$ cat config.mk
export PLATFORM = sky130hd
export DESIGN_NAME = pf_ddr3_lane_dly_ctrl_flat
export DESIGN_NICKNAME = d
export VERILOG_FILES = /design/src/rtl/pf_ddr3_lane_dly_pkg.sv /design/src/rtl/pf_ddr3_lane_dly_ctrl_if.sv /design/src/rtl/pf_ddr3_lane_dly_timer.sv /design/src/rtl/pf_ddr3_lane_dly_ctrl.sv /design/src/flat_wrapper.sv
export SDC_FILE = /design/constraint.sdc
export NUM_CORES = 1
export LEC_CHECK = 0
export BUFFER_PORTS_ARGS = -buffer_cell sky130_fd_sc_hd__buf_4
export CORE_MARGIN = 2
export CORE_UTILIZATION = 56
export DETAILED_ROUTE_END_ITERATION = 8
export GPL_TIMING_DRIVEN = 1
export PLACE_DENSITY = 0.89
export SLEW_MARGIN = 25
export SYNTH_ARGS = -nofsm -noshare
export SYNTH_HDL_FRONTEND = slang
export SYNTH_SLANG_ARGS = --single-unit
$ cat constraint.sdc
create_clock -name FAB_CLK -period 3.5 [get_ports FAB_CLK]
set_input_delay 1.05 -clock FAB_CLK [delete_from_list [all_inputs] [get_ports FAB_CLK]]
set_output_delay 1.05 -clock FAB_CLK [all_outputs]
set_load 0.01 [all_outputs]
$ cat src/rtl/pf_ddr3_lane_dly_pkg.sv
// Shared types and defaults for the DDR3 lane delay-line controller.
package pf_ddr3_lane_dly_pkg;

   typedef enum logic [1:0] {
      OP_LOAD   = 2'b00,
      OP_MOVE   = 2'b01,
      OP_CLKSEL = 2'b10,
      OP_RSVD   = 2'b11
   } op_t;

   typedef enum logic [2:0] {
      IDLE       = 3'd0,
      SETUP      = 3'd1,
      PULSE      = 3'd2,
      GAP        = 3'd3,
      PAUSE_PRE  = 3'd4,
      CLK_UPD    = 3'd5,
      PAUSE_POST = 3'd6,
      FIN        = 3'd7
   } state_t;

   localparam int unsigned MOVE_GAP_DEF     = 4;
   localparam int unsigned PAUSE_CYCLES_DEF = 8;
   localparam logic [7:0]  LOAD_TAP_DEF     = 8'd1;

   // True when one more step in the given direction would leave the tap range.
   function automatic logic tap_at_limit(input logic [7:0] tap, input logic dir);
      return dir ? (tap == 8'hFF) : (tap == 8'h00);
   endfunction

endpackage

$ cat src/rtl/pf_ddr3_lane_dly_ctrl_if.sv
// Command handshake bundle between a requester and the delay-line controller.
interface pf_ddr3_lane_dly_ctrl_if;

   logic       CMD_VALID;
   logic       CMD_READY;
   logic [1:0] CMD_OP;
   logic       CMD_SEL;
   logic       CMD_DIR;
   logic [7:0] CMD_COUNT;
   logic [2:0] CMD_CLK_SEL;

   modport master (
      output CMD_VALID, CMD_OP, CMD_SEL, CMD_DIR, CMD_COUNT, CMD_CLK_SEL,
      input  CMD_READY
   );

   modport slave (
      input  CMD_VALID, CMD_OP, CMD_SEL, CMD_DIR, CMD_COUNT, CMD_CLK_SEL,
      output CMD_READY
   );

endinterface

$ cat src/rtl/pf_ddr3_lane_dly_timer.sv
// 4-bit loadable down-counter; shared interval timer for gap and pause phases.
module pf_ddr3_lane_dly_timer (
   input  logic       clk,
   input  logic       rst,
   input  logic       load,
   input  logic [3:0] load_val,
   input  logic       en,
   output logic       zero
);

   logic [3:0] count;

   // Load takes priority; otherwise count down and park at zero.
   always_ff @(posedge clk) begin
      if (rst)
         count <= '0;
      else if (load)
         count <= load_val;
      else if (en && (count != '0))
         count <= count - 4'd1;
   end

   assign zero = (count == '0);

endmodule

$ cat src/rtl/pf_ddr3_lane_dly_ctrl.sv
// Sequencer for lane delay-line LOAD/MOVE pulses and paused read-clock reselection.
module pf_ddr3_lane_dly_ctrl
   import pf_ddr3_lane_dly_pkg::*;
#(
   parameter int unsigned MOVE_GAP     = MOVE_GAP_DEF,
   parameter int unsigned PAUSE_CYCLES = PAUSE_CYCLES_DEF,
   parameter logic [7:0]  LOAD_TAP     = LOAD_TAP_DEF
) (
   input  logic       FAB_CLK,
   input  logic       RESET,
   pf_ddr3_lane_dly_ctrl_if.slave cmd,
   output logic       DONE,
   output logic       ERR,
   output logic [7:0] RX_TAP,
   output logic [7:0] TX_TAP,
   output logic       DELAY_LINE_SEL,
   output logic       DELAY_LINE_LOAD,
   output logic       DELAY_LINE_DIRECTION,
   output logic       DELAY_LINE_MOVE,
   output logic [2:0] READ_CLK_SEL,
   output logic       HS_IO_CLK_PAUSE,
   input  logic       RX_DELAY_LINE_OUT_OF_RANGE,
   input  logic       TX_DELAY_LINE_OUT_OF_RANGE
);

   // Timer reloads are "cycles - 1" style: the phase ends on the zero cycle.
   localparam logic [3:0] GAP_LOAD   = 4'(MOVE_GAP - 2);
   localparam logic [3:0] PAUSE_LOAD = 4'(PAUSE_CYCLES - 1);

   state_t     state;
   state_t     state_nx;
   op_t        op_q;
   logic       sel_q;
   logic       dir_q;
   logic [7:0] count_q;
   logic [2:0] clk_sel_q;
   logic       err_q;
   logic [7:0] rx_tap;
   logic [7:0] tx_tap;
   logic [2:0] rcs_q;

   logic       accept;
   logic       abort;
   logic       t_load;
   logic [3:0] t_val;
   logic       t_en;
   logic       t_zero;
   logic [7:0] cur_tap;
   logic [7:0] next_tap;
   logic       cur_oor;
   logic       at_limit;
   logic       line_active;

   assign accept   = (state == IDLE) && cmd.CMD_VALID;
   assign cur_tap  = sel_q ? tx_tap : rx_tap;
   assign cur_oor  = sel_q ? TX_DELAY_LINE_OUT_OF_RANGE : RX_DELAY_LINE_OUT_OF_RANGE;
   assign at_limit = tap_at_limit(cur_tap, dir_q);
   assign t_en     = (state == GAP) || (state == PAUSE_PRE) || (state == PAUSE_POST);

   pf_ddr3_lane_dly_timer u_timer (
      .clk      (FAB_CLK),
      .rst      (RESET),
      .load     (t_load),
      .load_val (t_val),
      .en       (t_en),
      .zero     (t_zero)
   );

   // Next-state decode; limit/range aborts are decided before a pulse is entered.
   always_comb begin
      state_nx = state;
      t_load   = 1'b0;
      t_val    = '0;
      abort    = 1'b0;
      case (state)
         IDLE: begin
            if (cmd.CMD_VALID) begin
               case (cmd.CMD_OP)
                  OP_LOAD, OP_MOVE: state_nx = SETUP;
                  OP_CLKSEL: begin
                     state_nx = PAUSE_PRE;
                     t_load   = 1'b1;
                     t_val    = PAUSE_LOAD;
                  end
                  default: state_nx = FIN;
               endcase
            end
         end
         SETUP: begin
            if (op_q == OP_LOAD)
               state_nx = PULSE;
            else if (count_q == '0)
               state_nx = FIN;
            else if (at_limit) begin
               state_nx = FIN;
               abort    = 1'b1;
            end else
               state_nx = PULSE;
         end
         PULSE: begin
            state_nx = GAP;
            t_load   = 1'b1;
            t_val    = GAP_LOAD;
         end
         GAP: begin
            if (t_zero) begin
               if (cur_oor) begin
                  state_nx = FIN;
                  abort    = 1'b1;
               end else if ((op_q == OP_LOAD) || (count_q == '0))
                  state_nx = FIN;
               else if (at_limit) begin
                  state_nx = FIN;
                  abort    = 1'b1;
               end else
                  state_nx = PULSE;
            end
         end
         PAUSE_PRE:  if (t_zero) state_nx = CLK_UPD;
         CLK_UPD: begin
            state_nx = PAUSE_POST;
            t_load   = 1'b1;
            t_val    = PAUSE_LOAD;
         end
         PAUSE_POST: if (t_zero) state_nx = FIN;
         FIN:        state_nx = IDLE;
         default:    state_nx = IDLE;
      endcase
   end

   // State, captured command fields, remaining-pulse count and sticky error.
   always_ff @(posedge FAB_CLK) begin
      if (RESET) begin
         state     <= IDLE;
         op_q      <= OP_LOAD;
         sel_q     <= 1'b0;
         dir_q     <= 1'b0;
         count_q   <= '0;
         clk_sel_q <= '0;
         err_q     <= 1'b0;
      end else begin
         state <= state_nx;
         if (accept) begin
            op_q      <= op_t'(cmd.CMD_OP);
            sel_q     <= cmd.CMD_SEL;
            dir_q     <= cmd.CMD_DIR;
            count_q   <= cmd.CMD_COUNT;
            clk_sel_q <= cmd.CMD_CLK_SEL;
            err_q     <= (cmd.CMD_OP == OP_RSVD);
         end else begin
            if (abort)
               err_q <= 1'b1;
            if ((state == PULSE) && (op_q == OP_MOVE))
               count_q <= count_q - 8'd1;
         end
      end
   end

   // Tap value the selected line takes after the current pulse (saturating).
   always_comb begin
      next_tap = cur_tap;
      if (op_q == OP_LOAD)
         next_tap = LOAD_TAP;
      else if (dir_q)
         next_tap = (cur_tap == 8'hFF) ? cur_tap : cur_tap + 8'd1;
      else
         next_tap = (cur_tap == 8'h00) ? cur_tap : cur_tap - 8'd1;
   end

   // Tap trackers follow each LOAD/MOVE pulse on the selected line.
   always_ff @(posedge FAB_CLK) begin
      if (RESET) begin
         rx_tap <= LOAD_TAP;
         tx_tap <= LOAD_TAP;
      end else if (state == PULSE) begin
         if (sel_q)
            tx_tap <= next_tap;
         else
            rx_tap <= next_tap;
      end
   end

   // Read clock select changes only on the edge leaving CLK_UPD, inside the pause.
   always_ff @(posedge FAB_CLK) begin
      if (RESET)
         rcs_q <= '0;
      else if (state == CLK_UPD)
         rcs_q <= clk_sel_q;
   end

   assign line_active = ((op_q == OP_LOAD) || (op_q == OP_MOVE)) &&
                        (state inside {SETUP, PULSE, GAP, FIN});

   assign cmd.CMD_READY        = (state == IDLE);
   assign DONE                 = (state == FIN);
   assign ERR                  = err_q;
   assign RX_TAP               = rx_tap;
   assign TX_TAP               = tx_tap;
   assign DELAY_LINE_SEL       = line_active && sel_q;
   assign DELAY_LINE_DIRECTION = line_active && dir_q;
   assign DELAY_LINE_LOAD      = (state == PULSE) && (op_q == OP_LOAD);
   assign DELAY_LINE_MOVE      = (state == PULSE) && (op_q == OP_MOVE);
   assign READ_CLK_SEL         = rcs_q;
   assign HS_IO_CLK_PAUSE      = state inside {PAUSE_PRE, CLK_UPD, PAUSE_POST};

endmodule

$ cat src/flat_wrapper.sv
// flat-port wrapper written by rule: the top's interface ports become plain ports
module pf_ddr3_lane_dly_ctrl_flat import pf_ddr3_lane_dly_pkg::*;
#(
   parameter int unsigned MOVE_GAP     = MOVE_GAP_DEF,
   parameter int unsigned PAUSE_CYCLES = PAUSE_CYCLES_DEF,
   parameter logic [7:0]  LOAD_TAP     = LOAD_TAP_DEF
)
  (FAB_CLK, RESET, DONE, ERR, RX_TAP, TX_TAP, DELAY_LINE_SEL, DELAY_LINE_LOAD, DELAY_LINE_DIRECTION, DELAY_LINE_MOVE, READ_CLK_SEL, HS_IO_CLK_PAUSE, RX_DELAY_LINE_OUT_OF_RANGE, TX_DELAY_LINE_OUT_OF_RANGE, cmd_CMD_VALID, cmd_CMD_OP, cmd_CMD_SEL, cmd_CMD_DIR, cmd_CMD_COUNT, cmd_CMD_CLK_SEL, cmd_CMD_READY);
  pf_ddr3_lane_dly_ctrl_if cmd_i ();
  input  logic FAB_CLK;
  input  logic RESET;
  output logic DONE;
  output logic ERR;
  output logic [7:0] RX_TAP;
  output logic [7:0] TX_TAP;
  output logic DELAY_LINE_SEL;
  output logic DELAY_LINE_LOAD;
  output logic DELAY_LINE_DIRECTION;
  output logic DELAY_LINE_MOVE;
  output logic [2:0] READ_CLK_SEL;
  output logic HS_IO_CLK_PAUSE;
  input  logic RX_DELAY_LINE_OUT_OF_RANGE;
  input  logic TX_DELAY_LINE_OUT_OF_RANGE;
  input wire logic [$bits(cmd_i.CMD_VALID)-1:0] cmd_CMD_VALID;
  input wire logic [$bits(cmd_i.CMD_OP)-1:0] cmd_CMD_OP;
  input wire logic [$bits(cmd_i.CMD_SEL)-1:0] cmd_CMD_SEL;
  input wire logic [$bits(cmd_i.CMD_DIR)-1:0] cmd_CMD_DIR;
  input wire logic [$bits(cmd_i.CMD_COUNT)-1:0] cmd_CMD_COUNT;
  input wire logic [$bits(cmd_i.CMD_CLK_SEL)-1:0] cmd_CMD_CLK_SEL;
  output wire logic [$bits(cmd_i.CMD_READY)-1:0] cmd_CMD_READY;
  assign cmd_i.CMD_VALID = cmd_CMD_VALID;
  assign cmd_i.CMD_OP = cmd_CMD_OP;
  assign cmd_i.CMD_SEL = cmd_CMD_SEL;
  assign cmd_i.CMD_DIR = cmd_CMD_DIR;
  assign cmd_i.CMD_COUNT = cmd_CMD_COUNT;
  assign cmd_i.CMD_CLK_SEL = cmd_CMD_CLK_SEL;
  assign cmd_CMD_READY = cmd_i.CMD_READY;
  pf_ddr3_lane_dly_ctrl #(.MOVE_GAP(MOVE_GAP), .PAUSE_CYCLES(PAUSE_CYCLES), .LOAD_TAP(LOAD_TAP)) u_core (.FAB_CLK(FAB_CLK), .RESET(RESET), .cmd(cmd_i), .DONE(DONE), .ERR(ERR), .RX_TAP(RX_TAP), .TX_TAP(TX_TAP), .DELAY_LINE_SEL(DELAY_LINE_SEL), .DELAY_LINE_LOAD(DELAY_LINE_LOAD), .DELAY_LINE_DIRECTION(DELAY_LINE_DIRECTION), .DELAY_LINE_MOVE(DELAY_LINE_MOVE), .READ_CLK_SEL(READ_CLK_SEL), .HS_IO_CLK_PAUSE(HS_IO_CLK_PAUSE), .RX_DELAY_LINE_OUT_OF_RANGE(RX_DELAY_LINE_OUT_OF_RANGE), .TX_DELAY_LINE_OUT_OF_RANGE(TX_DELAY_LINE_OUT_OF_RANGE));
endmodule
==> flow_summary.json, run 1 <==
{
  "synth_largest_area_cell": "dfxtp_1",
  "grt_pass1_wl_microns": 11100,
  "final_cell_mix": "buf_4, dfxtp_1, nand2_1, nor2_1",
  "first_global_vias": 2401,
  "core_area_sq_um": 4660,
  "die_h_microns": 73.1,
  "clock_latency_ns": 0.29,
  "htree_levels": 2,
  "final_nets": 397,
  "cp_data_arrival_time_ns": 2.02,
  "dieArea_sq_um": 5340,
  "yosys-top-cells-area": "dfxtp_1, nand2_1, mux2i_1",
  "ios": 47,
  "power.switching_w": 0.000738,
  "relSlewSlack_pct": 52.3,
  "fin_skew_ns": 0.00898,
  "yosysWarnings": 0,
  "area_growth_pct": 15.7,
  "maxCapViolCount": 0,
  "seq_area_frac_synth_pct": 31.4,
  "start_util_pct": 57.4,
  "avgRoutedWirePerCell_microns": 15.3,
  "rsz0062_at_grt": "no",
  "antenna_cells": 0,
  "avgViaCountPerCell": 6.13,
  "layout_setup_ws_ns": 0.428,
  "synthesis.area_sq_um": 2670,
  "routed_wirelength_microns": 6560,
  "crit_type": "register to primary output",
  "firstDrtPassIters": 4,
  "outcome": "complete, no violations",
  "maxSlewViolCount": 0,
  "hold_ws_ns": 0.462,
  "p_comb_share_pct": 42.8,
  "p_int_w": 0.00107,
  "drt-initial-drc-count": 260,
  "drive_above_1_share_pct": 17.4,
  "power_frac_seq_pct": 39.4,
  "worst_pin_slew_ns": 0.713,
  "crit_path_end_kind": "primary output",
  "placed_cell_area_sq_um": 3000,
  "synth.ff_latch_count": 42,
  "final_common_cell": "buf_4",
  "hp-class": "register to register",
  "grt_usage_pct": 26.4,
  "fin_crit_sh_pct": 87.8,
  "clock-root-buffer": "clkbuf_8",
  "required_ns": 2.45,
  "synthArstFlopShare_pct": 0,
  "ir_worst_vdd_uv": 416,
  "portBuffers": 46,
  "final_area_sq_um": 3090,
  "syn_area_per_cell_sq_um": 7.84,
  "period_needed_ns": 3.07,
  "finalSetupViolCount": 0,
  "rows": 25,
  "vias": 2622,
  "synth_cell_types": 60,
  "fin_setup_tns_ns": 0,
  "startpoint_type": "register",
  "fillers": 393,
  "hpwl_microns": 4820,
  "overflow": 0,
  "drc": 0,
  "antenna_found_initial": 0,
  "place_ws_ns": 0.767,
  "synth_edf_count": 0,
  "cts_tree": "done",
  "cp_max_fo": 16,
  "syn_inst": 341,
  "cts-resized-gates": 0,
  "synth_nets": 365,
  "fmax_mhz": 326,
  "cts_buffers": 5,
  "power_w": 0.00180,
  "clockBufferDepth": 2,
  "p_per_area_nw_per_um2": 583,
  "grt_max_degree": 51,
  "power_frac_clock_pct": 17.8,
  "numClockSinks": 42,
  "post_cts_buffers": 0,
  "gp_congestion": 0.888,
  "timing_hold_violations_final": 0,
  "cts_hold_buf": 0,
  "clk_pin_slew_ns": 0.08,
  "synthFlopType": "dfxtp_1",
  "switching_share_pct": 40.9,
  "p_leak_nw": 1.17,
  "fp.dieW_microns": 73.1,
  "ant_nets": 0,
  "yosysTopAreaCellShare_pct": 31.4
}
-- cell type report --
| type | count | area (sq um) | area share (%) |
|---|---|---|---|
| repair buffers | 47 | 353 | 11.4 |
| well taps | 54 | 67.6 | 2.18 |
| flip-flops and latches | 42 | 841 | 27.2 |
| multi-input cells | 267 | 1700 | 55.1 |
| inverters | 10 | 37.5 | 1.21 |
| clock inverters | 1 | 5.00 | 0.162 |
| clock buffers | 7 | 86.3 | 2.79 |
-- layer usage --
metal | part of all wire [%] | wire length [microns] | vias up | track usage (%)
met5 | 0 | 0 | - | 0
met4 | 1.6 | 102 | 0 | 9.67
met3 | 6.8 | 447 | 10 | 4.97
met2 | 49 | 3210 | 103 | 42.6
met1 | 43 | 2800 | 1204 | 34.9
li1 | - | - | 1305 | -
-- final timing paths --
check,startpoint,endpoint,slack (ns),cells past startpoint
min reg2reg,u_core.clk_sel_q[1]$_SDFFE_PP0P_,u_core.clk_sel_q[1]$_SDFFE_PP0P_,0.46,2
max,u_core.state[1]$_SDFFE_PP0P_,DELAY_LINE_MOVE,0.43,3
min,u_core.clk_sel_q[1]$_SDFFE_PP0P_,u_core.clk_sel_q[1]$_SDFFE_PP0P_,0.46,2
max reg2reg,u_core.sel_q$_SDFFE_PP0P_,u_core.ERR$_SDFFE_PP0P_,0.84,9
-- logic make-up (layout without fill, tap and decap cells) --
group,after synthesis,count (layout),synth area share [%]
XOR/XNOR,15,15,4.91
adder cells (fa/ha/maj),4,4,1.87
buffers and inverters,32,65,4.82
multiplexers,14,14,5.33
AO/OA/AOI/OAI,88,88,21.7
flip-flops,42,42,31.4
AND/OR/NAND/NOR,146,146,29.9
-- Yosys cell counts (2+ instances only) --
cell type	number
a21o_1	2
and3_1	3
nand4_1	2
nand3b_1	14
inv_1	9
nor2b_1	2
and2_1	6
o21bai_1	2
nor3b_1	6
mux2_2	2
a21oi_1	20
xor2_1	4
clkbuf_1	17
o31ai_1	5
or4_1	2
buf_2	4
xnor2_1	11
mux2i_1	12
o31a_1	2
nor2_1	28
o41ai_1	4
nand4b_1	2
nor4_1	2
nand2b_1	5
nor3_1	10
nand3_1	7
a211oi_1	6
ha_1	4
o22ai_1	3
and4_1	2
dfxtp_1	42
o211ai_1	2
or2_2	3
a311oi_1	4
a31oi_1	6
o21a_1	3
nor4b_1	2
o21ai_0	20
nand2_1	40
-- sequential cells by signal (all words and copies together) (netlist names) --
signal                cells
u_core.RX_TAP             8
u_core.ERR                1
u_core.u_timer.count      4
u_core.dir_q              1
u_core.sel_q              1
u_core.state              3
u_core.clk_sel_q          3
u_core.count_q            8
u_core.READ_CLK_SEL       3
u_core.op_q               2
u_core.TX_TAP             8
-- stage by stage --
step	utilization, %	instances
2_1_floorplan	-	341
3_3_place_gp	64.4	420
3_5_place_dp	64.4	420
4_1_cts	66.4	428
5_1_grt	66.4	428
6_report	66.4	428
-- power by group through the flow --
stage / Sequential [W] / Combinational (W) / Clock [W]
after floorplan: 0.000656 / 0.000620 / 0
after global placement: 0.000708 / 0.000749 / 0
after detailed placement: 0.000717 / 0.000766 / 0
after CTS: 0.000706 / 0.000772 / 0.000330
after global routing: 0.000729 / 0.000865 / 0.000345
final: 0.000709 / 0.000772 / 0.000321
-- critical path, stage by stage, from the launching register on --
cell and delay, ns:
dfxtp_1 0.62, or3b_1 0.52, nor3b_4 0.39, buf_4 0.19
No activity file was read; power rests on OpenSTA's default activity.
==> run 2: changes to the inputs <==
--- a/config.mk
+++ b/config.mk
@@ -6,11 +6,11 @@
 export NUM_CORES = 1
 export LEC_CHECK = 0
 export BUFFER_PORTS_ARGS = -buffer_cell sky130_fd_sc_hd__buf_4
-export CORE_MARGIN = 2
-export CORE_UTILIZATION = 56
+export CORE_MARGIN = 5
+export CORE_UTILIZATION = 54
 export DETAILED_ROUTE_END_ITERATION = 8
 export GPL_TIMING_DRIVEN = 1
-export PLACE_DENSITY = 0.89
+export PLACE_DENSITY = 0.86
 export SLEW_MARGIN = 25
 export SYNTH_ARGS = -nofsm -noshare
 export SYNTH_HDL_FRONTEND = slang
==> run 2 against run 1 <==
Sequential power increased by 0.7%. Clock power up 1%. Maximum frequency grew 0.44%. Die area is 21% higher. Hold slack got worse by 0.0029 ns. Via count grew 2.6%. Clock skew down 0.0034 ns. Routed wire length rose by 5.4%. Critical path type unchanged. Highest routed layer unchanged.
==> flow_summary.json, run 2 (synthesis results as in run 1) <==
{
  "rsz0062_at_grt": "no",
  "cp_data_arrival_time_ns": 2.01,
  "slowest_delay_ns": 0.62,
  "grt_max_degree": 51,
  "finalSetupViolCount": 0,
  "ir_worst_vdd_uv": 443,
  "clock_latency_ns": 0.30,
  "p_leak_nw": 1.17,
  "overflow": 0,
  "startpoint_type": "register",
  "final_cell_mix": "buf_4, dfxtp_1, nand2_1, nor2_1",
  "fin_crit_sh_pct": 87.4,
  "area_growth_pct": 16.5,
  "fin_setup_tns_ns": 0,
  "maxSlewViolCount": 0,
  "portBuffers": 46,
  "antenna_cells": 0,
  "routed_wirelength_microns": 6920,
  "avgRoutedWirePerCell_microns": 15.7,
  "clock-root-buffer": "clkbuf_8",
  "hp-class": "register to register",
  "drt-initial-drc-count": 155,
  "die_h_microns": 80.4,
  "avgViaCountPerCell": 6.10,
  "fp.dieW_microns": 80.4,
  "outcome": "complete, no violations",
  "post_cts_buffers": 0,
  "firstDrtPassIters": 5,
  "gp_congestion": 0.940,
  "cp_max_fo": 16,
  "period_needed_ns": 3.06,
  "cts_hold_buf": 0,
  "antenna_found_initial": 0,
  "first_global_vias": 2430,
  "crit_path_top_delay_cell": "dfxtp_1",
  "grt_usage_pct": 21.9,
  "p_per_area_nw_per_um2": 586,
  "htree_levels": 2,
  "grt_pass1_wl_microns": 11300,
  "critPathBufInv": 1,
  "timing_hold_violations_final": 0,
  "clk_pin_slew_ns": 0.08,
  "dieArea_sq_um": 6460,
  "numClockSinks": 42,
  "final_nets": 397,
  "cts_tree": "done",
  "relSlewSlack_pct": 51.0,
  "vias": 2691,
  "power_w": 0.00182,
  "cts-resized-gates": 0,
  "required_ns": 2.45,
  "fmax_mhz": 327,
  "path_delay_family": "simple AND/OR/NAND/NOR gates",
  "crit_type": "register to primary output",
  "cts_buffers": 5,
  "drive_above_1_share_pct": 17.6,
  "worst_pin_slew_ns": 0.733,
  "maxCapViolCount": 0,
  "final_common_cell": "buf_4",
  "rows": 25,
  "start_util_pct": 56.2,
  "fillers": 418,
  "clockBufferDepth": 2,
  "ant_nets": 0,
  "hpwl_microns": 4990,
  "core_area_sq_um": 4750,
  "crit_path_cell_trace": "or3b_1 > nor3b_4 > buf_4",
  "ios": 47,
  "crit_path_end_kind": "primary output",
  "drc": 0,
  "fin_skew_ns": 0.00560
}
==> run 2: changes by cell type in the layout (fill, tap and decap cells not counted) <==
cell        change
clkinvlp_4      +1
clkbuf_1        -1
==> run 2: final timing paths <==
kind	end	cells after the start	start	slack (ns)
setup / recovery	DELAY_LINE_MOVE	3	u_core.state[1]$_SDFFE_PP0P_	0.44
hold / removal	u_core.clk_sel_q[1]$_SDFFE_PP0P_	2	u_core.clk_sel_q[1]$_SDFFE_PP0P_	0.46
setup reg to reg	u_core.ERR$_SDFFE_PP0P_	9	u_core.sel_q$_SDFFE_PP0P_	0.75
hold reg to reg	u_core.clk_sel_q[1]$_SDFFE_PP0P_	2	u_core.clk_sel_q[1]$_SDFFE_PP0P_	0.46
==> run 2: worst register-to-register path: stages, from the launching register on <==
cell and delay (ns):
dfxtp_1 0.73, mux2i_1 0.23, inv_1 0.13, ha_1 0.24
nand4b_1 0.17, a21oi_1 0.18, a32oi_1 0.13, or2_1 0.29
a2111o_1 0.36, a211oi_1 0.22
==> run 2: per-layer routing <==
metal	up-vias	GRT usage (%)	wire length (microns)
met2	120	37.6	3400
li1	1299	-	-
met5	-	0	0
met3	15	4.04	534
met4	0	5.91	99
met1	1257	28.0	2880
==> run 2: layout make-up <==
class / instances / area, sq um / area share, %
multi-input combinational: 267 / 1700 / 54.7
sequential: 42 / 841 / 27.0
timing repair buffer: 47 / 353 / 11.3
tap: 67 / 83.8 / 2.69
clock buffer: 6 / 82.6 / 2.65
inverter: 10 / 37.5 / 1.21
clock inverter: 2 / 12.5 / 0.402
==> run 2: through the flow <==
stage                     util (%)  cell area, sq um  worst slack, ns  std cells  hold WS (ns)
after floorplan                  -              2670            0.989        341         0.436
after global placement        63.5              3020            0.819        433         0.446
after detailed placement      63.5              3020            0.782        433         0.453
after CTS                     65.5              3110            0.456        441         0.465
after global routing          65.5              3110            0.328        441         0.487
final                         65.5              3110            0.442        441         0.459
==> run 2: where the power goes <==
part | internal, W | switching [W] | leakage (nW) | total, W
Clock | 0.000159 | 0.000167 | 0.0472 | 0.000325
Sequential | 0.000572 | 0.000142 | 0.342 | 0.000714
Combinational | 0.000335 | 0.000450 | 0.781 | 0.000785
Total | 0.00107 | 0.000759 | 1.17 | 0.00182
